File: src/rtl/ip_master_soc_ctrl_nslave_if.sv
// Bus bundle between the IPM bridge, the N-slave SoC controller and its AIP slave cores.
interface ip_master_soc_ctrl_nslave_if #(
  parameter int N_SLAVES   = 11,
  parameter int DATA_WIDTH = 32,
  parameter int CONF_WIDTH = 5
);
  logic                           i_en_s;
  logic [DATA_WIDTH-1:0]          i_data_in;
  logic [DATA_WIDTH-1:0]          o_data_out;
  logic                           i_write;
  logic                           i_read;
  logic                           i_start;
  logic [CONF_WIDTH-1:0]          i_conf_dbus;
  logic                           o_int_req;
  logic [N_SLAVES*DATA_WIDTH-1:0] o_dataInAIP_IP;
  logic [N_SLAVES*CONF_WIDTH-1:0] o_configAIP_IP;
  logic [N_SLAVES-1:0]            o_writeAIP_IP;
  logic [N_SLAVES-1:0]            o_readAIP_IP;
  logic [N_SLAVES-1:0]            o_start_IP;
  logic [N_SLAVES*DATA_WIDTH-1:0] i_dataOutAIP_IP;
  logic [N_SLAVES-1:0]            i_int_IP;

  modport master (
    input  i_en_s, i_data_in, i_write, i_read, i_start, i_conf_dbus,
    input  i_dataOutAIP_IP, i_int_IP,
    output o_data_out, o_int_req, o_dataInAIP_IP, o_configAIP_IP,
    output o_writeAIP_IP, o_readAIP_IP, o_start_IP
  );

  modport slave (
    output i_en_s, i_data_in, i_write, i_read, i_start, i_conf_dbus,
    output i_dataOutAIP_IP, i_int_IP,
    input  o_data_out, o_int_req, o_dataInAIP_IP, o_configAIP_IP,
    input  o_writeAIP_IP, o_readAIP_IP, o_start_IP
  );
endinterface

File: src/rtl/ip_master_soc_ctrl_nslave.sv
// Master-side SoC controller: routes IPM accesses to one or all of N_SLAVES AIP cores,
// returns read data, and aggregates slave interrupts into pending/mask with one request line.
module ip_master_soc_ctrl_nslave #(
  parameter int N_SLAVES   = 11,
  parameter int DATA_WIDTH = 32,
  parameter int CONF_WIDTH = 5,
  parameter int SEL_WIDTH  = 5
) (
  input  logic                          i_clk,
  input  logic                          i_rst_a,
  ip_master_soc_ctrl_nslave_if.master   bus
);
  localparam int N  = N_SLAVES;
  localparam int DW = DATA_WIDTH;
  localparam int CW = CONF_WIDTH;

  localparam logic [CW-1:0] CODE_SEL    = {CW{1'b1}};
  localparam logic [CW-1:0] CODE_STATUS = {CW{1'b1}} - CW'(1);
  localparam logic [CW-1:0] CODE_MASK   = {CW{1'b1}} - CW'(2);
  localparam logic [CW-1:0] CODE_CLR    = {CW{1'b1}} - CW'(3);

  logic [SEL_WIDTH-1:0] sel_q, sel_d;
  logic                 bcast_q, bcast_d;
  logic                 err_q, err_d;
  logic [N-1:0]         mask_q, mask_d;
  logic [N-1:0]         pending_q, pending_d;
  logic [N-1:0]         int_sync_q, int_prev_q;
  logic                 int_req_q, int_req_d;
  logic [DW-1:0]        data_out_q, data_out_d;
  logic [N*DW-1:0]      data_aip_q, data_aip_d;
  logic [N*CW-1:0]      conf_aip_q, conf_aip_d;
  logic [N-1:0]         write_q, write_d;
  logic [N-1:0]         read_q, read_d;
  logic [N-1:0]         start_q, start_d;

  logic                 reserved;
  logic                 fwd;
  logic [N-1:0]         target;
  logic [N-1:0]         clr;
  logic [DW-1:0]        rd_slice;
  logic [DW-1:0]        status_val;
  logic [DW-1:0]        sel_val;

  always_comb begin
    sel_d      = sel_q;
    bcast_d    = bcast_q;
    err_d      = err_q;
    mask_d     = mask_q;
    data_out_d = data_out_q;
    data_aip_d = data_aip_q;
    conf_aip_d = conf_aip_q;
    write_d    = '0;
    read_d     = '0;
    start_d    = '0;
    clr        = '0;
    target     = '0;
    rd_slice   = '0;

    reserved = (bus.i_conf_dbus[CW-1:2] == '1);
    // err_q blocks forwarding so an out-of-range select can never hit a slave.
    fwd      = bus.i_en_s && !reserved && !err_q;

    for (int s = 0; s < N; s++) begin
      target[s] = bcast_q || (sel_q == SEL_WIDTH'(s));
      if (sel_q == SEL_WIDTH'(s)) rd_slice = bus.i_dataOutAIP_IP[s*DW +: DW];
    end

    if (fwd && bus.i_write) write_d = target;
    if (fwd && bus.i_read)  read_d  = target;
    if (fwd && bus.i_start) start_d = target;

    for (int s = 0; s < N; s++) begin
      if (write_d[s]) data_aip_d[s*DW +: DW] = bus.i_data_in;
      if (write_d[s] || read_d[s]) conf_aip_d[s*CW +: CW] = bus.i_conf_dbus;
    end

    if (bus.i_en_s && bus.i_write) begin
      case (bus.i_conf_dbus)
        CODE_SEL: begin
          sel_d   = bus.i_data_in[SEL_WIDTH-1:0];
          bcast_d = bus.i_data_in[DW-1];
          err_d   = !bus.i_data_in[DW-1] &&
                    ({1'b0, bus.i_data_in[SEL_WIDTH-1:0]} >= (SEL_WIDTH+1)'(N_SLAVES));
        end
        CODE_MASK: mask_d = bus.i_data_in[N-1:0];
        CODE_CLR:  clr    = bus.i_data_in[N-1:0];
        default: ;
      endcase
    end

    // A new edge is OR-ed in after the clear so a coincident edge is never lost.
    pending_d = (pending_q & ~clr) | (int_sync_q & ~int_prev_q);
    int_req_d = |(pending_q & mask_q);

    status_val           = '0;
    status_val[N-1:0]    = pending_q;
    status_val[DW-1]     = err_q;
    sel_val              = '0;
    sel_val[SEL_WIDTH-1:0] = sel_q;
    sel_val[DW-1]        = bcast_q;

    if (bus.i_en_s) begin
      case (bus.i_conf_dbus)
        CODE_STATUS: data_out_d = status_val;
        CODE_MASK:   data_out_d = {{(DW-N){1'b0}}, mask_q};
        CODE_SEL:    data_out_d = sel_val;
        default:     data_out_d = rd_slice;
      endcase
    end
  end

  always_ff @(posedge i_clk or negedge i_rst_a) begin
    if (!i_rst_a) begin
      sel_q      <= '0;
      bcast_q    <= 1'b0;
      err_q      <= 1'b0;
      mask_q     <= '0;
      pending_q  <= '0;
      int_sync_q <= '0;
      int_prev_q <= '0;
      int_req_q  <= 1'b0;
      data_out_q <= '0;
      data_aip_q <= '0;
      conf_aip_q <= '0;
      write_q    <= '0;
      read_q     <= '0;
      start_q    <= '0;
    end else begin
      sel_q      <= sel_d;
      bcast_q    <= bcast_d;
      err_q      <= err_d;
      mask_q     <= mask_d;
      pending_q  <= pending_d;
      int_sync_q <= bus.i_int_IP;
      int_prev_q <= int_sync_q;
      int_req_q  <= int_req_d;
      data_out_q <= data_out_d;
      data_aip_q <= data_aip_d;
      conf_aip_q <= conf_aip_d;
      write_q    <= write_d;
      read_q     <= read_d;
      start_q    <= start_d;
    end
  end

  assign bus.o_data_out     = data_out_q;
  assign bus.o_int_req      = int_req_q;
  assign bus.o_dataInAIP_IP = data_aip_q;
  assign bus.o_configAIP_IP = conf_aip_q;
  assign bus.o_writeAIP_IP  = write_q;
  assign bus.o_readAIP_IP   = read_q;
  assign bus.o_start_IP     = start_q;
endmodule

File: src/flat_wrapper.sv
// flat-port wrapper written by rule: the top's interface ports become plain ports
module ip_master_soc_ctrl_nslave_flat 
#(
  parameter int N_SLAVES   = 11,
  parameter int DATA_WIDTH = 32,
  parameter int CONF_WIDTH = 5,
  parameter int SEL_WIDTH  = 5
)
  (i_clk, i_rst_a, bus_i_en_s, bus_i_data_in, bus_i_write, bus_i_read, bus_i_start, bus_i_conf_dbus, bus_i_dataOutAIP_IP, bus_i_int_IP, bus_o_data_out, bus_o_int_req, bus_o_dataInAIP_IP, bus_o_configAIP_IP, bus_o_writeAIP_IP, bus_o_readAIP_IP, bus_o_start_IP);
  ip_master_soc_ctrl_nslave_if #(.N_SLAVES(N_SLAVES), .DATA_WIDTH(DATA_WIDTH), .CONF_WIDTH(CONF_WIDTH)) bus_i ();
  input  logic i_clk;
  input  logic i_rst_a;
  input wire logic [$bits(bus_i.i_en_s)-1:0] bus_i_en_s;
  input wire logic [$bits(bus_i.i_data_in)-1:0] bus_i_data_in;
  input wire logic [$bits(bus_i.i_write)-1:0] bus_i_write;
  input wire logic [$bits(bus_i.i_read)-1:0] bus_i_read;
  input wire logic [$bits(bus_i.i_start)-1:0] bus_i_start;
  input wire logic [$bits(bus_i.i_conf_dbus)-1:0] bus_i_conf_dbus;
  input wire logic [$bits(bus_i.i_dataOutAIP_IP)-1:0] bus_i_dataOutAIP_IP;
  input wire logic [$bits(bus_i.i_int_IP)-1:0] bus_i_int_IP;
  output wire logic [$bits(bus_i.o_data_out)-1:0] bus_o_data_out;
  output wire logic [$bits(bus_i.o_int_req)-1:0] bus_o_int_req;
  output wire logic [$bits(bus_i.o_dataInAIP_IP)-1:0] bus_o_dataInAIP_IP;
  output wire logic [$bits(bus_i.o_configAIP_IP)-1:0] bus_o_configAIP_IP;
  output wire logic [$bits(bus_i.o_writeAIP_IP)-1:0] bus_o_writeAIP_IP;
  output wire logic [$bits(bus_i.o_readAIP_IP)-1:0] bus_o_readAIP_IP;
  output wire logic [$bits(bus_i.o_start_IP)-1:0] bus_o_start_IP;
  assign bus_i.i_en_s = bus_i_en_s;
  assign bus_i.i_data_in = bus_i_data_in;
  assign bus_i.i_write = bus_i_write;
  assign bus_i.i_read = bus_i_read;
  assign bus_i.i_start = bus_i_start;
  assign bus_i.i_conf_dbus = bus_i_conf_dbus;
  assign bus_i.i_dataOutAIP_IP = bus_i_dataOutAIP_IP;
  assign bus_i.i_int_IP = bus_i_int_IP;
  assign bus_o_data_out = bus_i.o_data_out;
  assign bus_o_int_req = bus_i.o_int_req;
  assign bus_o_dataInAIP_IP = bus_i.o_dataInAIP_IP;
  assign bus_o_configAIP_IP = bus_i.o_configAIP_IP;
  assign bus_o_writeAIP_IP = bus_i.o_writeAIP_IP;
  assign bus_o_readAIP_IP = bus_i.o_readAIP_IP;
  assign bus_o_start_IP = bus_i.o_start_IP;
  ip_master_soc_ctrl_nslave #(.N_SLAVES(N_SLAVES), .DATA_WIDTH(DATA_WIDTH), .CONF_WIDTH(CONF_WIDTH), .SEL_WIDTH(SEL_WIDTH)) u_core (.i_clk(i_clk), .i_rst_a(i_rst_a), .bus(bus_i));
endmodule
File: config.mk
export PLATFORM = sky130hd
export DESIGN_NAME = ip_master_soc_ctrl_nslave_flat
export DESIGN_NICKNAME = d
export VERILOG_FILES = /design/src/rtl/ip_master_soc_ctrl_nslave_if.sv /design/src/rtl/ip_master_soc_ctrl_nslave.sv /design/src/flat_wrapper.sv
export SDC_FILE = /design/constraint.sdc
export NUM_CORES = 1
export LEC_CHECK = 0
export CAP_MARGIN = 30
export CORE_AREA = 2 2 345 347
export DETAILED_ROUTE_END_ITERATION = 10
export DIE_AREA = 0 0 347 349
export DONT_BUFFER_PORTS = 1
export PLACE_DENSITY = 0.37
export REMOVE_ABC_BUFFERS = 1
export SLEW_MARGIN = 20
export SYNTH_ARGS = -nofsm -noshare
export SYNTH_HDL_FRONTEND = slang
export SYNTH_SLANG_ARGS = --single-unit
File: constraint.sdc
create_clock -name i_clk -period 4.3 [get_ports i_clk]
set_input_delay 0.86 -clock i_clk [delete_from_list [all_inputs] [get_ports i_clk]]
set_output_delay 0.86 -clock i_clk [all_outputs]
set_load 0.01 [all_outputs]
## After elaboration in Yosys (flattened, before gate mapping)

Cells that the tools add are included.

| operators by class | value |
|---|---|
| add/sub/neg operators | 0 |
| bitwise operators | 6 |
| div/mod/pow operators | 0 |
| reductions and logical operators | 36 |
| $lt $le $gt $ge | 1 |
| shift operators | 0 |
| equal/unequal tests | 15 |
| multiplexer cells | 17 |
| multipliers | 0 |

Operator list:

| kind | count |
|---|---|
| two-way mux 32 bit | 11 |
| case mux 32 bit (3 select lines) | 1 |
| two-way mux 11 bit | 5 |
| AND 11 bit | 3 |
| logical OR 1 bit | 22 |
| inverter 11 bit | 2 |
| equality test 5 x 3 -> 1 bit (second input constant) | 4 |
| equality test 5 bit (second input constant) | 4 |
| equality test 5 x 4 -> 1 bit (second input constant) | 3 |
| OR 11 bit | 1 |
| OR reduction 11 bit | 1 |
| equality test 5 x 2 -> 1 bit (second input constant) | 2 |
| logical AND 1 bit | 7 |
| equality test 5 x 1 -> 1 bit (second input constant) | 1 |
| greater-or-equal comparator 5 x 4 -> 1 bit (second input constant) | 1 |
| zero test 5 bit | 1 |
| AND reduction 2 bit | 2 |
| equality test 3 bit (second input constant) | 1 |
| zero test 1 bit | 3 |

| word-level totals | value |
|---|---|
| memory bits (read-only) | 0 |
| memories kept | 0 |
| latch bits | 0 |
| register bits after elaboration | 524 |
| RAM bits | 0 |
| input port bits | 406 |

## Depth between registers and ports, before layout

Gate-level depths: netlist of the first run.

| depth | value |
|---|---|
| depth after elaboration | 13 |
| mapped depth | 9 |
| depth with buffers taken out | 5 |

## Worst setup path after synthesis of the first run

No wires, ideal clock.

| path | value |
|---|---|
| path kind | input to register |
| start point | in bus_i_en_s |
| end point | reg u_core.data_aip_q[98] (netlist: u_core.bus.o_dataInAIP_IP[98]) |
| setup slack | 1.855 ns |
| cell stages on the path | 8 |
| library setup time | 0.125 ns |
| arrival time | 2.320 ns |
| cells stage by stage | buf_4 inv_2 nor3b_2 nand2_1 buf_6 nor2_4 buf_4 mux2_2 |

| between the ends | value |
|---|---|
| word-level cells in the longest chain between the ends | 4 |

Ends and longest elaborated chain:

| item | RTL line | source |
|---|---|---|
| from (decl) | flat_wrapper.sv:13 | `input wire logic [$bits(bus_i.i_en_s)-1:0] bus_i_en_s;` |
| logical AND 1 bit (2 in series) | ip_master_soc_ctrl_nslave.sv:61 | `fwd = bus.i_en_s && !reserved && !err_q;` |
| logical AND 1 bit | ip_master_soc_ctrl_nslave.sv:68 | `if (fwd && bus.i_write) write_d = target;` |
| two-way mux 11 bit | ip_master_soc_ctrl_nslave.sv:68 |  |
| to (signal assigned) | ip_master_soc_ctrl_nslave.sv:138 | `data_aip_q <= data_aip_d;` |
| to (decl) | ip_master_soc_ctrl_nslave.sv:30 | `logic [N*DW-1:0] data_aip_q, data_aip_d;` |

No other way between the ends.
A chain may end at the register's enable or synchronous reset.

## Worst setup path in the final report of the first run

| path | value |
|---|---|
| start point | reg u_core.sel_q[3] |
| end point | reg u_core.data_aip_q[307] (netlist: u_core.bus.o_dataInAIP_IP[307]) |

| between the ends | value |
|---|---|
| word-level cells in the longest chain between the ends | 3 |

Ends and longest elaborated chain:

| item | RTL line | source |
|---|---|---|
| from (decl) | ip_master_soc_ctrl_nslave.sv:22 | `logic [SEL_WIDTH-1:0] sel_q, sel_d;` |
| from (signal assigned) | ip_master_soc_ctrl_nslave.sv:129 | `sel_q <= sel_d;` |
| equality test 5 x 4 -> 1 bit | ip_master_soc_ctrl_nslave.sv:64 | `target[s] = bcast_q \|\| (sel_q == SEL_WIDTH'(s));` |
| logical OR 1 bit | ip_master_soc_ctrl_nslave.sv:64 |  |
| two-way mux 11 bit | ip_master_soc_ctrl_nslave.sv:68 |  |

No other way between the ends.

==> results of run 1 <==
## kinds of logic (layout without fill, tap and decap cells)
family,after synthesis,count (layout),synth area share (%)
other,0,25,0
DFF,524,524,56.3
muxes,463,463,22.9
AOI/OAI and AO/OA,357,357,10.7
and+or+nand+nor,251,251,6.21
buffers and inverters,174,196,3.98
## cell type report
type                    instances  share of cell area [%]
well taps                    1536                    7.02
clock inverters                31                    2.14
repair buffers                 52                    1.47
inverters                      23                   0.316
flip-flops and latches        524                    48.0
clock buffers                  90                    6.88
multi-input cells            1071                    34.0
diodes                         25                   0.229
## layer usage
layer,part of all wire (%),up-vias,global-route usage [%]
met3,10,199,7.58
met4,4.2,2,7.55
li1,-,6441,-
met2,51,927,31.4
met1,35,8221,18.2
met5,0.012,-,0
## worst max path at each step
stage / startpoint / to / slack (ns) / depth (start not counted)
after floorplan: u_core.sel_q[0]$_DFFE_PN0P_ / u_core.bus.o_dataInAIP_IP[288]$_DFFE_PN0P_ / -0.37 / 5
after global placement: u_core.sel_q[3]$_DFFE_PN0P_ / u_core.bus.o_dataInAIP_IP[294]$_DFFE_PN0P_ / 0.95 / 8
after detailed placement: u_core.sel_q[3]$_DFFE_PN0P_ / u_core.bus.o_dataInAIP_IP[302]$_DFFE_PN0P_ / 0.87 / 8
after CTS: u_core.sel_q[3]$_DFFE_PN0P_ / u_core.bus.o_dataInAIP_IP[318]$_DFFE_PN0P_ / 0.95 / 8
after global routing: u_core.sel_q[3]$_DFFE_PN0P_ / u_core.bus.o_dataInAIP_IP[307]$_DFFE_PN0P_ / 0.92 / 8
final: u_core.sel_q[3]$_DFFE_PN0P_ / u_core.bus.o_dataInAIP_IP[307]$_DFFE_PN0P_ / 1.07 / 8
## synth_stat cells (all sizes together), types with 16 or more instances
cell type / instances
dfrtp: 524
mux2: 432
nor2: 99
buf: 92
a21oi: 71
o21ai: 68
nand2: 60
clkbuf: 59
a22oi: 32
nor2b: 23
inv: 21
a31oi: 19
mux2i: 19
nor3: 19
a221oi: 17
a21o: 16
a22o: 16
## registers in the layout, indices dropped and copies added, names as in the netlist
name	flops
u_core.bus.o_data_out	32
u_core.mask_q	11
u_core.int_sync_q	11
u_core.pending_q	11
u_core.bus.o_dataInAIP_IP	352
u_core.sel_q	5
u_core.err_q	1
u_core.bus.o_configAIP_IP	55
u_core.int_prev_q	11
u_core.bus.o_int_req	1
u_core.bus.o_start_IP	11
u_core.bcast_q	1
u_core.bus.o_readAIP_IP	11
u_core.bus.o_writeAIP_IP	11
## through the flow
| step | util (%) | worst slack, ns | hold slack, ns | total power [mW] |
|---|---|---|---|---|
| 3_3_place_gp | 21.1 | 0.948 | 0.371 | 12.7 |
| 3_5_place_dp | 21.1 | 0.868 | 0.374 | 12.7 |
| 4_1_cts | 23.2 | 0.947 | -0.149 | 19.1 |
| 2_1_floorplan | - | -0.368 | 0.354 | 11.0 |
| 5_1_grt | 23.3 | 0.919 | -0.137 | 19.7 |
| 6_report | 23.3 | 1.07 | -0.0737 | 18.8 |
## power by group
| group | switching (mW) | internal, mW |
|---|---|---|
| sequential | 2.77 | 6.78 |
| combinational | 1.33 | 1.71 |
| clock | 2.44 | 3.75 |
| total | 6.54 | 12.2 |
## cell usage in the layout, fill, tap and decap left out, drive strengths merged, types with 6 or more instances in the layout
cell,n
inv,24
a211o,9
a21oi,71
a211oi,7
o21ai,68
a22o,16
nand2,60
a22oi,32
mux4,12
a31oi,19
nand3,13
o211ai,6
nor3b,6
nor2b,23
mux2,432
dfrtp,524
buf,52
o2bb2ai,8
diode,25
a32oi,6
clkinv,15
bufinv,10
a2bb2oi,15
a222oi,11
clkbuf,90
a221oi,17
mux2i,19
nor2,99
o32a,11
o22ai,11
nor3,19
a21o,16
## critical path: cells and delay by family, from the launching register on
| kind | cells | cell delay [ns] |
|---|---|---|
| and+or+nand+nor | 4 | 0.88 |
| buffers and inverters | 3 | 1.09 |
| DFF | 1 | 0.63 |
| muxes | 1 | 0.41 |
==> metrics.txt, run 1 <==
# TYPE chip_impl_metric gauge
chip_impl_info{name="status",value="complete, but fails checks"} 1
chip_impl_info{name="violations",value="negative hold slack, max-slew violations"} 1
chip_impl_info{name="cp-start-kind",value="flip-flop"} 1
chip_impl_metric{name="synth_cell_type_count",unit=""} 71
chip_impl_metric{name="core_region_area",unit="um2"} 117000
chip_impl_metric{name="post_layout_nonfiller_instances",unit=""} 3352
chip_impl_metric{name="ys.warnings.count",unit=""} 0
chip_impl_info{name="clk_root_buffer_cell",value="sky130_fd_sc_hd__clkbuf_16"} 1
chip_impl_metric{name="insertion_delay",unit="ns"} 0.63
chip_impl_info{name="unrepaired_setup_endpoints_after_global_routing",value="no"} 1
chip_impl_metric{name="flow.area_growth_from_synthesis",unit="%"} 17.4
chip_impl_metric{name="critPathMaxStageDelay",unit="ns"} 0.63
chip_impl_metric{name="detailroute.via_count",unit=""} 15800
chip_impl_info{name="crit-reg2reg-capture",value="u_core.bus.o_dataInAIP_IP[307]$_DFFE_PN0P_"} 1
chip_impl_metric{name="hold_viol",unit=""} 22
chip_impl_metric{name="finalSetupViolations",unit=""} 0
chip_impl_metric{name="post_cts_resize_count",unit=""} 0
chip_impl_metric{name="crit_path_max_fanout",unit=""} 33
chip_impl_info{name="crit_type",value="flip-flop to flip-flop"} 1
chip_impl_metric{name="grt_pass1_wl",unit="mm"} 151
chip_impl_metric{name="slew_viol_final",unit=""} 118
chip_impl_info{name="crit_path_frequent_cell",value="sky130_fd_sc_hd__buf_4"} 1
chip_impl_metric{name="die_height",unit="um"} 349
chip_impl_info{name="r2r-start",value="u_core.sel_q[3]$_DFFE_PN0P_"} 1
chip_impl_metric{name="port_buffers",unit=""} 0
chip_impl_metric{name="p_leak",unit="nW"} 11.2
chip_impl_metric{name="drive_above_1_share",unit="%"} 33.8
chip_impl_metric{name="synth-edff-count",unit=""} 0
chip_impl_info{name="synth_top_area_cell",value="sky130_fd_sc_hd__dfrtp_1"} 1
chip_impl_metric{name="grt_max_degree",unit=""} 525
chip_impl_metric{name="grt_overflow",unit=""} 0
chip_impl_metric{name="min_period_over_period",unit="%"} 75.2
chip_impl_metric{name="detail_route.iter0.violations",unit=""} 1182
chip_impl_info{name="endpoint_kind",value="flip-flop"} 1
chip_impl_metric{name="cts-root-to-sink-buffers",unit=""} 3
chip_impl_metric{name="antenna_found_initial",unit=""} 39
chip_impl_metric{name="floorplan.die_area",unit="um2"} 121000
chip_impl_metric{name="postSynthRegisterBits",unit=""} 524
chip_impl_metric{name="final.setup_skew",unit="ns"} 0.0452
chip_impl_metric{name="cts_buffers",unit=""} 67
chip_impl_metric{name="hold-worst-slack",unit="ns"} -0.0737
chip_impl_metric{name="syn_inst",unit=""} 1769
chip_impl_info{name="synthFlopType",value="sky130_fd_sc_hd__dfrtp_1"} 1
chip_impl_metric{name="arrival",unit="ns"} 3.73
chip_impl_metric{name="floorplan.rows",unit=""} 126
chip_impl_info{name="timing.hold.worst.class",value="input pin to async pin"} 1
chip_impl_metric{name="placed_area",unit="um2"} 24800
chip_impl_metric{name="drc_errors",unit=""} 0
chip_impl_metric{name="start_util",unit="%"} 19.8
chip_impl_metric{name="synth_top_area_share",unit="%"} 56.3
chip_impl_info{name="cpMaxStageDelayCell",value="sky130_fd_sc_hd__dfrtp_1"} 1
chip_impl_metric{name="clk_pin_slew_worst_paths",unit="ns"} 0.06
chip_impl_metric{name="groute.usage.overall",unit="%"} 17.7
chip_impl_metric{name="viasPerCell",unit=""} 4.71
chip_impl_metric{name="power_per_cell_area",unit="nW/um2"} 687
chip_impl_metric{name="drv_cap",unit=""} 0
chip_impl_metric{name="finish.instance_area",unit="um2"} 27400
chip_impl_metric{name="ys_async_sr_fraction",unit="%"} 100
chip_impl_metric{name="avgSynthCellArea",unit="um2"} 13.2
chip_impl_metric{name="critical_path_required",unit="ns"} 4.80
chip_impl_metric{name="fmax",unit="GHz"} 0.309
chip_impl_metric{name="cts-htree-levels",unit=""} 3
chip_impl_metric{name="syn-cell-area",unit="um2"} 23300
chip_impl_metric{name="synth.yosys.seq_area_share",unit="%"} 56.3
chip_impl_metric{name="fin_nets",unit=""} 2145
chip_impl_metric{name="postCtsSetupRepairBufs",unit=""} 0
chip_impl_metric{name="fill_cells",unit=""} 12400
chip_impl_metric{name="drtPass1Iterations",unit=""} 6
chip_impl_info{name="cp_cell_sequence",value="buf_4, or3b_4, nor2_2, nor2_1, buf_4, nor2_4, buf_4, mux2_2"} 1
chip_impl_info{name="ys_top_cells_by_area",value="sky130_fd_sc_hd__dfrtp_1, sky130_fd_sc_hd__mux2_2, sky130_fd_sc_hd__mux2_1, sky130_fd_sc_hd__a21oi_1, sky130_fd_sc_hd__o21ai_0"} 1
chip_impl_info{name="tritoncts",value="built"} 1
chip_impl_metric{name="power.ir.vdd_worst",unit="uV"} 369
chip_impl_metric{name="drtAntennaViolNets",unit=""} 0
chip_impl_metric{name="tightest_slew",unit="ns"} 1.77
chip_impl_metric{name="footprint_of_the_multi_input_gates",unit="um2"} 9300
chip_impl_metric{name="cts_sinks",unit=""} 524
chip_impl_metric{name="gp_routability_congestion",unit=""} 0.951
chip_impl_metric{name="place_inst",unit=""} 3206
chip_impl_metric{name="postRouteWirelength",unit="mm"} 110
chip_impl_metric{name="grt_pass1_vias",unit=""} 17100
chip_impl_metric{name="worst-r2r-cell-count",unit=""} 8
chip_impl_metric{name="hpwl",unit="mm"} 81.0
chip_impl_metric{name="floorplan.io_pins",unit=""} 879
chip_impl_metric{name="seq_area",unit="um2"} 13100
chip_impl_metric{name="tns",unit="ns"} 0
chip_impl_metric{name="die_width",unit="um"} 347
chip_impl_metric{name="max_slew_margin",unit="%"} -17.7
chip_impl_metric{name="wl_per_cell",unit="um"} 32.9
chip_impl_metric{name="final_period_minus_worst_setup_slack",unit="ns"} 3.23
chip_impl_metric{name="register_to_register_setup_slack",unit="ns"} 1.07
Power figures use the tool's default switching activity.
==> run 2, diff against run 1 <==
--- a/config.mk
+++ b/config.mk
@@ -10,7 +10,7 @@
 export DETAILED_ROUTE_END_ITERATION = 10
 export DIE_AREA = 0 0 347 349
 export DONT_BUFFER_PORTS = 1
-export PLACE_DENSITY = 0.37
+export PLACE_DENSITY = 0.38
 export REMOVE_ABC_BUFFERS = 1
 export SLEW_MARGIN = 20
 export SYNTH_ARGS = -nofsm -noshare
==> constraint.sdc (replaced) <==
create_clock -name i_clk -period 2.7 [get_ports i_clk]
set_input_delay 0.54 -clock i_clk [delete_from_list [all_inputs] [get_ports i_clk]]
set_output_delay 0.54 -clock i_clk [all_outputs]
set_load 0.01 [all_outputs]
==> metrics.txt, run 2 (synthesis results as in run 1) <==
# TYPE chip_impl_metric gauge
chip_impl_metric{name="grt_pass1_vias",unit=""} 17500
chip_impl_metric{name="grt.met1_usage",unit="%"} 19.0
chip_impl_metric{name="grt.met2_usage",unit="%"} 31.9
chip_impl_metric{name="drtAntennaViolNets",unit=""} 0
chip_impl_metric{name="antenna_found_initial",unit=""} 41
chip_impl_metric{name="cts_buffers",unit=""} 68
chip_impl_info{name="timing.hold.worst.class",value="input pin to async pin"} 1
chip_impl_metric{name="arrival",unit="ns"} 3.02
chip_impl_metric{name="clock_power_share",unit="%"} 32.2
chip_impl_metric{name="gp_routability_congestion",unit=""} 0.933
chip_impl_metric{name="core_region_area",unit="um2"} 117000
chip_impl_info{name="cp-start-kind",value="flip-flop"} 1
chip_impl_metric{name="met3_usage",unit="%"} 7.84
chip_impl_info{name="clk_root_buffer_cell",value="sky130_fd_sc_hd__clkbuf_16"} 1
chip_impl_metric{name="start_util",unit="%"} 19.8
chip_impl_metric{name="place_inst",unit=""} 3248
chip_impl_metric{name="power.sequential.fraction",unit="%"} 50.5
chip_impl_metric{name="viasPerCell",unit=""} 4.70
chip_impl_metric{name="p_int",unit="mW"} 19.6
chip_impl_metric{name="groute.usage.overall",unit="%"} 18.2
chip_impl_info{name="status",value="complete, but fails checks"} 1
chip_impl_metric{name="cts-hold-fix-buffers",unit=""} 36
chip_impl_metric{name="switching_share",unit="%"} 34.7
chip_impl_metric{name="drtPass1Iterations",unit=""} 5
chip_impl_metric{name="hold_viol",unit=""} 418
chip_impl_metric{name="cts-root-to-sink-buffers",unit=""} 3
chip_impl_metric{name="tightest_slew",unit="ns"} 1.86
chip_impl_info{name="tritoncts",value="built"} 1
chip_impl_metric{name="cts-htree-levels",unit=""} 3
chip_impl_metric{name="fmax",unit="GHz"} 0.395
chip_impl_info{name="cp_cell_sequence",value="buf_4, or3_1, nor2_4, nor2_2, nor2_4, buf_12, mux2_2"} 1
chip_impl_metric{name="hold-worst-slack",unit="ns"} -0.385
chip_impl_metric{name="critical_path_required",unit="ns"} 3.19
chip_impl_metric{name="cts_sinks",unit=""} 524
chip_impl_metric{name="floorplan.io_pins",unit=""} 879
chip_impl_info{name="layout.cells.most_common_list",value="sky130_fd_sc_hd__dfrtp_1, sky130_fd_sc_hd__mux2_2, sky130_fd_sc_hd__buf_4, sky130_fd_sc_hd__a21oi_1, sky130_fd_sc_hd__nor2_1"} 1
chip_impl_metric{name="placed_area",unit="um2"} 25400
chip_impl_metric{name="p_leak",unit="nW"} 11.6
chip_impl_info{name="crit_type",value="flip-flop to flip-flop"} 1
chip_impl_metric{name="wl_per_cell",unit="um"} 33.1
chip_impl_metric{name="port_buffers",unit=""} 0
chip_impl_metric{name="grt_overflow",unit=""} 0
chip_impl_metric{name="floorplan.die_area",unit="um2"} 121000
chip_impl_metric{name="drv_cap",unit=""} 0
chip_impl_info{name="busiest_layer",value="met2"} 1
chip_impl_metric{name="drive_above_1_share",unit="%"} 34.9
chip_impl_metric{name="seq_area",unit="um2"} 13100
chip_impl_info{name="violations",value="negative hold slack, max-slew violations"} 1
chip_impl_metric{name="grt_pass1_wl",unit="mm"} 154
chip_impl_metric{name="finish.instance_area",unit="um2"} 28200
chip_impl_metric{name="final_period_minus_worst_setup_slack",unit="ns"} 2.53
chip_impl_metric{name="flow.area_growth_from_synthesis",unit="%"} 21.0
chip_impl_metric{name="floorplan.rows",unit=""} 126
chip_impl_metric{name="power_per_cell_area",unit="nW/um2"} 1060
chip_impl_info{name="layout.cells.most_common",value="sky130_fd_sc_hd__dfrtp_1"} 1
chip_impl_metric{name="fin_ws",unit="ns"} 0.171
chip_impl_metric{name="preCtsSetupSlack",unit="ns"} -0.246
chip_impl_metric{name="post-layout-total-power",unit="mW"} 30.0
chip_impl_metric{name="power.ir.vdd_worst",unit="uV"} 480
chip_impl_metric{name="comb_power_share",unit="%"} 17.3
chip_impl_metric{name="finalSetupViolations",unit=""} 0
chip_impl_metric{name="die_height",unit="um"} 349
chip_impl_metric{name="max_slew_margin",unit="%"} -23.7
chip_impl_metric{name="post_layout_nonfiller_instances",unit=""} 3430
chip_impl_metric{name="drc_errors",unit=""} 0
chip_impl_metric{name="fill_cells",unit=""} 12400
chip_impl_metric{name="flip_flop_count_of_the_largest_register_after_layout",unit=""} 352
chip_impl_info{name="crit_path_frequent_cell",value="sky130_fd_sc_hd__nor2_4"} 1
chip_impl_metric{name="die_width",unit="um"} 347
chip_impl_metric{name="postRouteWirelength",unit="mm"} 113
chip_impl_metric{name="power.net_switching",unit="mW"} 10.4
chip_impl_metric{name="crit_path_max_fanout",unit=""} 34
chip_impl_metric{name="detailroute.via_count",unit=""} 16100
chip_impl_info{name="endpoint_kind",value="flip-flop"} 1
chip_impl_metric{name="final.setup_skew",unit="ns"} 0.0396
chip_impl_metric{name="hpwl",unit="mm"} 83.1
chip_impl_info{name="unrepaired_setup_endpoints_after_global_routing",value="no"} 1
chip_impl_metric{name="footprint_of_the_multi_input_gates",unit="um2"} 9300
chip_impl_info{name="cpMaxStageDelayCell",value="sky130_fd_sc_hd__or3_1"} 1
chip_impl_metric{name="clk_pin_slew_worst_paths",unit="ns"} 0.05
chip_impl_metric{name="grt_max_degree",unit=""} 525
chip_impl_metric{name="critPathMaxStageDelay",unit="ns"} 0.46
chip_impl_metric{name="insertion_delay",unit="ns"} 0.63
chip_impl_metric{name="fin_nets",unit=""} 2224
chip_impl_metric{name="detail_route.iter0.violations",unit=""} 1109
chip_impl_metric{name="slew_viol_final",unit=""} 140
chip_impl_metric{name="min_period_over_period",unit="%"} 93.7
==> run 2: changes by cell type in the layout (fill, tap and decap cells not counted), sizes merged, moves of 2 or more <==
cell and change:
buf +42, dlygate4sd3 +36, inv +7, clkinvlp -3
bufinv -2
==> run 2: repair_timing <==
action                     CTS  global route
gates resized for setup      1             0
hold endpoints to repair   583           524
buffers inserted             0             0
setup endpoints to repair   37             0
==> run 2: per-stage QoR <==
step | setup TNS (ns) | utilization [%]
floorplan | -522.34 | -
global placement | -6.75 | 21.6
detailed placement | -7.40 | 21.6
CTS | 0 | 24.0
global route | 0 | 24.0
finish | 0 | 24.0
==> run 2: final timing paths <==
path	start	endpoint	slack [ns]	cells past startpoint
worst min-delay path	i_rst_a	u_core.bus.o_dataInAIP_IP[171]$_DFFE_PN0P_	-0.39	0
worst min register to register	u_core.int_sync_q[0]$_DFF_PN0_	u_core.int_prev_q[0]$_DFF_PN0_	0.39	0
worst max register to register	u_core.sel_q[2]$_DFFE_PN0P_	u_core.bus.o_dataInAIP_IP[119]$_DFFE_PN0P_	0.17	7
max in group asynchronous	i_rst_a	u_core.bus.o_configAIP_IP[26]$_DFFE_PN0P_	1.59	0
min in group i_clk	bus_i_data_in[9]	u_core.bus.o_dataInAIP_IP[297]$_DFFE_PN0P_	0.06	1
worst max-delay path	u_core.sel_q[2]$_DFFE_PN0P_	u_core.bus.o_dataInAIP_IP[119]$_DFFE_PN0P_	0.17	7
==> run 2: cell type report <==
| type | count | share of cell area, % |
|---|---|---|
| flip-flops and latches | 524 | 46.5 |
| multi-input cells | 1071 | 33.0 |
| clock buffers | 90 | 6.82 |
| well taps | 1536 | 6.82 |
| repair buffers | 130 | 4.67 |
| clock inverters | 32 | 1.66 |
| inverters | 23 | 0.306 |
| diodes | 24 | 0.213 |
==> run 2: worst max-delay path, delay by kind of cell, from the launching register on <==
kind | cells | cell delay, ns
and+or+nand+nor | 4 | 1.07
DFF | 1 | 0.38
buffers and inverters | 2 | 0.49
muxes | 1 | 0.37
==> run 2: per-layer routing <==
layer  routed length, um  vias up
met2               57500      925
met5                  97        -
li1                    -     6602
met3               12100      198
met1               39500     8378
met4                4190       14
==> run 2: power groups by stage <==
stage          sequential [mW]  clock, mW  combinational [mW]
2_1_floorplan             13.8          0                3.64
3_3_place_gp              15.4          0                5.01
3_5_place_dp              15.3          0                5.20
4_1_cts                   15.3       9.96                5.28
5_1_grt                   15.6       10.3                5.66
6_report                  15.1       9.64                5.20
==> run 3, diff against run 2 <==
--- a/config.mk
+++ b/config.mk
@@ -5,12 +5,13 @@
 export SDC_FILE = /design/constraint.sdc
 export NUM_CORES = 1
 export LEC_CHECK = 0
+export ABC_AREA = 1
 export CAP_MARGIN = 30
-export CORE_AREA = 2 2 345 347
+export CORE_AREA = 2 2 340 342
 export DETAILED_ROUTE_END_ITERATION = 10
-export DIE_AREA = 0 0 347 349
+export DIE_AREA = 0 0 342 344
 export DONT_BUFFER_PORTS = 1
-export PLACE_DENSITY = 0.38
+export PLACE_DENSITY = 0.37
 export REMOVE_ABC_BUFFERS = 1
 export SLEW_MARGIN = 20
 export SYNTH_ARGS = -nofsm -noshare
==> metrics.txt, run 3 <==
# TYPE chip_impl_metric gauge
chip_impl_metric{name="worst-r2r-cell-count",unit=""} 11
chip_impl_metric{name="final.setup_skew",unit="ns"} 0.0351
chip_impl_info{name="endpoint_kind",value="flip-flop"} 1
chip_impl_metric{name="hold-worst-slack",unit="ns"} -0.382
chip_impl_metric{name="hold_viol",unit=""} 442
chip_impl_info{name="endpoint",value="u_core.bus.o_data_out[6]$_DFFE_PN0P_"} 1
chip_impl_info{name="setup.worst_path.start",value="u_core.sel_q[0]$_DFFE_PN0P_"} 1
chip_impl_metric{name="postSynthRegisterBits",unit=""} 524
chip_impl_metric{name="cts-root-to-sink-buffers",unit=""} 3
chip_impl_metric{name="drtAntennaViolNets",unit=""} 0
chip_impl_metric{name="grt.met1_usage",unit="%"} 19.2
chip_impl_metric{name="grt_overflow",unit=""} 0
chip_impl_metric{name="synth-edff-count",unit=""} 0
chip_impl_metric{name="clk_pin_slew_worst_paths",unit="ns"} 0.06
chip_impl_metric{name="core_region_area",unit="um2"} 114000
chip_impl_metric{name="groute.usage.overall",unit="%"} 18.2
chip_impl_metric{name="register_to_register_setup_slack",unit="ns"} 0.14
chip_impl_info{name="cpMaxStageDelayCell",value="sky130_fd_sc_hd__nand4_1"} 1
chip_impl_metric{name="tightest_slew",unit="ns"} 1.79
chip_impl_metric{name="clock_power_share",unit="%"} 40.0
chip_impl_metric{name="gp_routability_congestion",unit=""} 0.870
chip_impl_metric{name="wl_per_cell",unit="um"} 27.0
chip_impl_info{name="cp_cell_sequence",value="buf_4, nor2_1, buf_4, nand4_1, nand2_1, nor2_1, nand4_1, nand2_1, nand4_1, nand2_1, a21oi_1"} 1
chip_impl_metric{name="preCtsSetupSlack",unit="ns"} -0.0620
chip_impl_metric{name="port_buffers",unit=""} 0
chip_impl_metric{name="post-layout-total-power",unit="mW"} 23.9
chip_impl_metric{name="final_period_minus_worst_setup_slack",unit="ns"} 2.56
chip_impl_metric{name="p_leak",unit="nW"} 12.5
chip_impl_metric{name="fin_nets",unit=""} 2895
chip_impl_info{name="clk_root_buffer_cell",value="sky130_fd_sc_hd__clkbuf_16"} 1
chip_impl_metric{name="cts_sinks",unit=""} 524
chip_impl_info{name="crit-reg2reg-capture",value="u_core.bus.o_data_out[6]$_DFFE_PN0P_"} 1
chip_impl_metric{name="arrival",unit="ns"} 3.06
chip_impl_metric{name="crit_path_max_fanout",unit=""} 20
chip_impl_metric{name="avgSynthCellArea",unit="um2"} 8.90
chip_impl_metric{name="met3_usage",unit="%"} 7.36
chip_impl_metric{name="critical_path_buf_inv_count",unit=""} 2
chip_impl_metric{name="cts-htree-levels",unit=""} 3
chip_impl_metric{name="floorplan.rows",unit=""} 124
chip_impl_metric{name="cts-hold-fix-buffers",unit=""} 11
chip_impl_metric{name="viasPerCell",unit=""} 4.28
chip_impl_metric{name="min_period_over_period",unit="%"} 94.8
chip_impl_metric{name="fin_ws",unit="ns"} 0.139
chip_impl_metric{name="insertion_delay",unit="ns"} 0.63
chip_impl_metric{name="die_height",unit="um"} 344
chip_impl_metric{name="grt.met2_usage",unit="%"} 32.0
chip_impl_metric{name="critical_path_required",unit="ns"} 3.20
chip_impl_info{name="unrepaired_setup_endpoints_after_global_routing",value="no"} 1
chip_impl_metric{name="synth_cell_type_count",unit=""} 35
chip_impl_metric{name="hpwl",unit="mm"} 83.1
chip_impl_metric{name="start_util",unit="%"} 19.6
chip_impl_info{name="synthMostInstantiatedCell",value="sky130_fd_sc_hd__nand2_1"} 1
chip_impl_metric{name="power_per_cell_area",unit="nW/um2"} 902
chip_impl_metric{name="antenna_found_initial",unit=""} 36
chip_impl_metric{name="cts_buffers",unit=""} 67
chip_impl_metric{name="power.net_switching",unit="mW"} 7.89
chip_impl_metric{name="fmax",unit="GHz"} 0.391
chip_impl_info{name="tritoncts",value="built"} 1
chip_impl_metric{name="synth.yosys.seq_area_share",unit="%"} 58.8
chip_impl_metric{name="drive_above_1_share",unit="%"} 11.3
chip_impl_metric{name="grt_pass1_vias",unit=""} 17800
chip_impl_metric{name="comb_power_share",unit="%"} 12.5
chip_impl_metric{name="postRouteWirelength",unit="mm"} 110
chip_impl_metric{name="p_int",unit="mW"} 16.0
chip_impl_metric{name="syn_inst",unit=""} 2506
chip_impl_info{name="synth_top_area_cell",value="sky130_fd_sc_hd__dfrtp_1"} 1
chip_impl_info{name="status",value="complete, but fails checks"} 1
chip_impl_metric{name="fill_cells",unit=""} 12500
chip_impl_info{name="cp-start-kind",value="flip-flop"} 1
chip_impl_info{name="timing.hold.worst.class",value="input pin to async pin"} 1
chip_impl_info{name="violations",value="negative hold slack, max-slew violations"} 1
chip_impl_metric{name="detail_route.iter0.violations",unit=""} 951
chip_impl_metric{name="grt_pass1_wl",unit="mm"} 150
chip_impl_metric{name="floorplan.die_area",unit="um2"} 118000
chip_impl_info{name="layout.cells.most_common_list",value="sky130_fd_sc_hd__nand2_1, sky130_fd_sc_hd__dfrtp_1, sky130_fd_sc_hd__o21ai_0, sky130_fd_sc_hd__o21ai_1, sky130_fd_sc_hd__inv_1"} 1
chip_impl_metric{name="place_inst",unit=""} 3921
chip_impl_metric{name="switching_share",unit="%"} 33.0
chip_impl_info{name="path_delay_family",value="simple AND/OR/NAND/NOR gates"} 1
chip_impl_metric{name="power.sequential.fraction",unit="%"} 47.5
chip_impl_metric{name="slew_viol_final",unit=""} 131
chip_impl_metric{name="power.ir.vdd_worst",unit="uV"} 417
chip_impl_metric{name="die_width",unit="um"} 342
chip_impl_info{name="synth.top_cells.by_count",value="sky130_fd_sc_hd__nand2_1, sky130_fd_sc_hd__dfrtp_1, sky130_fd_sc_hd__o21ai_0"} 1
chip_impl_info{name="busiest_layer",value="met2"} 1
chip_impl_metric{name="ys.warnings.count",unit=""} 0
chip_impl_info{name="r2r-start",value="u_core.sel_q[0]$_DFFE_PN0P_"} 1
chip_impl_metric{name="floorplan.io_pins",unit=""} 879
chip_impl_metric{name="cp_num_cells",unit=""} 11
chip_impl_metric{name="ys_async_sr_fraction",unit="%"} 100
chip_impl_metric{name="critPathMaxStageDelay",unit="ns"} 0.39
chip_impl_metric{name="syn-cell-area",unit="um2"} 22300
chip_impl_metric{name="drtPass1Iterations",unit=""} 5
chip_impl_metric{name="drc_errors",unit=""} 0
chip_impl_info{name="ys_top_cells_by_area",value="sky130_fd_sc_hd__dfrtp_1, sky130_fd_sc_hd__nand2_1, sky130_fd_sc_hd__o21ai_0, sky130_fd_sc_hd__o21ai_1, sky130_fd_sc_hd__inv_1"} 1
chip_impl_metric{name="finalSetupViolations",unit=""} 0
chip_impl_metric{name="drv_cap",unit=""} 0
chip_impl_metric{name="max_slew_margin",unit="%"} -19.4
chip_impl_metric{name="detailroute.via_count",unit=""} 17500
chip_impl_metric{name="grt_max_degree",unit=""} 525
chip_impl_info{name="synthFlopType",value="sky130_fd_sc_hd__dfrtp_1"} 1
chip_impl_info{name="crit_type",value="flip-flop to flip-flop"} 1
chip_impl_info{name="layout.cells.most_common",value="sky130_fd_sc_hd__nand2_1"} 1
chip_impl_metric{name="synth_top_area_share",unit="%"} 58.8
chip_impl_metric{name="post_layout_nonfiller_instances",unit=""} 4078
chip_impl_metric{name="flip_flop_count_of_the_largest_register_after_layout",unit=""} 352
chip_impl_metric{name="postCtsSetupRepairBufs",unit=""} 0
chip_impl_metric{name="flow.area_growth_from_synthesis",unit="%"} 18.9
## run 3: layout make-up
type	count	area, um2	area share (%)
sequential	524	13100	49.5
timing repair buffer	83	826	3.12
clock buffer	92	1940	7.33
inverter	174	658	2.48
multi-input combinational	1639	7600	28.7
tap	1512	1890	7.14
clock inverter	30	415	1.57
antenna	24	60.1	0.227
## run 3: routing by layer
| layer | routed length [um] | up-vias | share of wire (%) |
|---|---|---|---|
| met5 | 106 | - | 0.096 |
| met4 | 3760 | 16 | 3.4 |
| met3 | 11100 | 148 | 10 |
| met2 | 56100 | 754 | 51 |
| met1 | 39200 | 8474 | 36 |
| li1 | - | 8063 | - |
## run 3: cells by family after synthesis
logic type | after synthesis | synth area share [%]
compound gates | 503 | 11.6
buf+inv | 343 | 7.42
flops | 524 | 58.8
mux | 22 | 1.11
simple gates | 1114 | 21.1
## run 3: what timing repair did
item | in CTS | in global routing
setup endpoints to repair | 1 | 2
endpoints found under the hold margin | 535 | 524
pin swaps | 0 | 0
resized for setup | 2 | 2
gates cloned | 0 | 0
## run 3: how the worst min path moves through the flow
stage | slack (ns) | end | start
after detailed placement | 0.26 | u_core.bus.o_dataInAIP_IP[269]$_DFFE_PN0P_ | i_rst_a
after global placement | 0.26 | u_core.bus.o_dataInAIP_IP[269]$_DFFE_PN0P_ | i_rst_a
after CTS | -0.43 | u_core.bus.o_dataInAIP_IP[269]$_DFFE_PN0P_ | i_rst_a
final | -0.38 | u_core.bus.o_dataInAIP_IP[206]$_DFFE_PN0P_ | i_rst_a
after floorplan | 0.24 | u_core.bcast_q$_DFFE_PN0P_ | i_rst_a
after global routing | -0.43 | u_core.bus.o_dataInAIP_IP[269]$_DFFE_PN0P_ | i_rst_a
## run 3: power by group through the flow
stage                     Sequential [mW]  Combinational, mW  Clock (mW)
after global placement               11.6               2.97           0
after CTS                            11.4               3.08        9.88
after floorplan                      10.8               1.89           0
after global routing                 11.5               3.46        10.2
after detailed placement             11.5               3.06           0
final                                11.4               2.99        9.56
## run 3: metrics by stage
| step | utilization [%] | setup TNS [ns] | hold WS (ns) | cell area, um2 |
|---|---|---|---|---|
| after floorplan | - | -63.79 | 0.244 | 21300 |
| after global placement | 21.0 | -0.0622 | 0.259 | 24000 |
| after detailed placement | 21.0 | -0.0620 | 0.257 | 24000 |
| after CTS | 23.2 | 0 | -0.435 | 26400 |
| after global routing | 23.3 | 0 | -0.429 | 26500 |
| final | 23.3 | 0 | -0.382 | 26500 |
## run 3: worst reg2reg max path, stage by stage, from the launching register on
cell,delay [ns]
sky130_fd_sc_hd__dfrtp_1,0.35
sky130_fd_sc_hd__buf_4,0.31
sky130_fd_sc_hd__nor2_1,0.22
sky130_fd_sc_hd__buf_4,0.21
sky130_fd_sc_hd__nand4_1,0.06
sky130_fd_sc_hd__nand2_1,0.05
sky130_fd_sc_hd__nor2_1,0.26
sky130_fd_sc_hd__nand4_1,0.39
sky130_fd_sc_hd__nand2_1,0.16
sky130_fd_sc_hd__nand4_1,0.23
sky130_fd_sc_hd__nand2_1,0.14
sky130_fd_sc_hd__a21oi_1,0.07
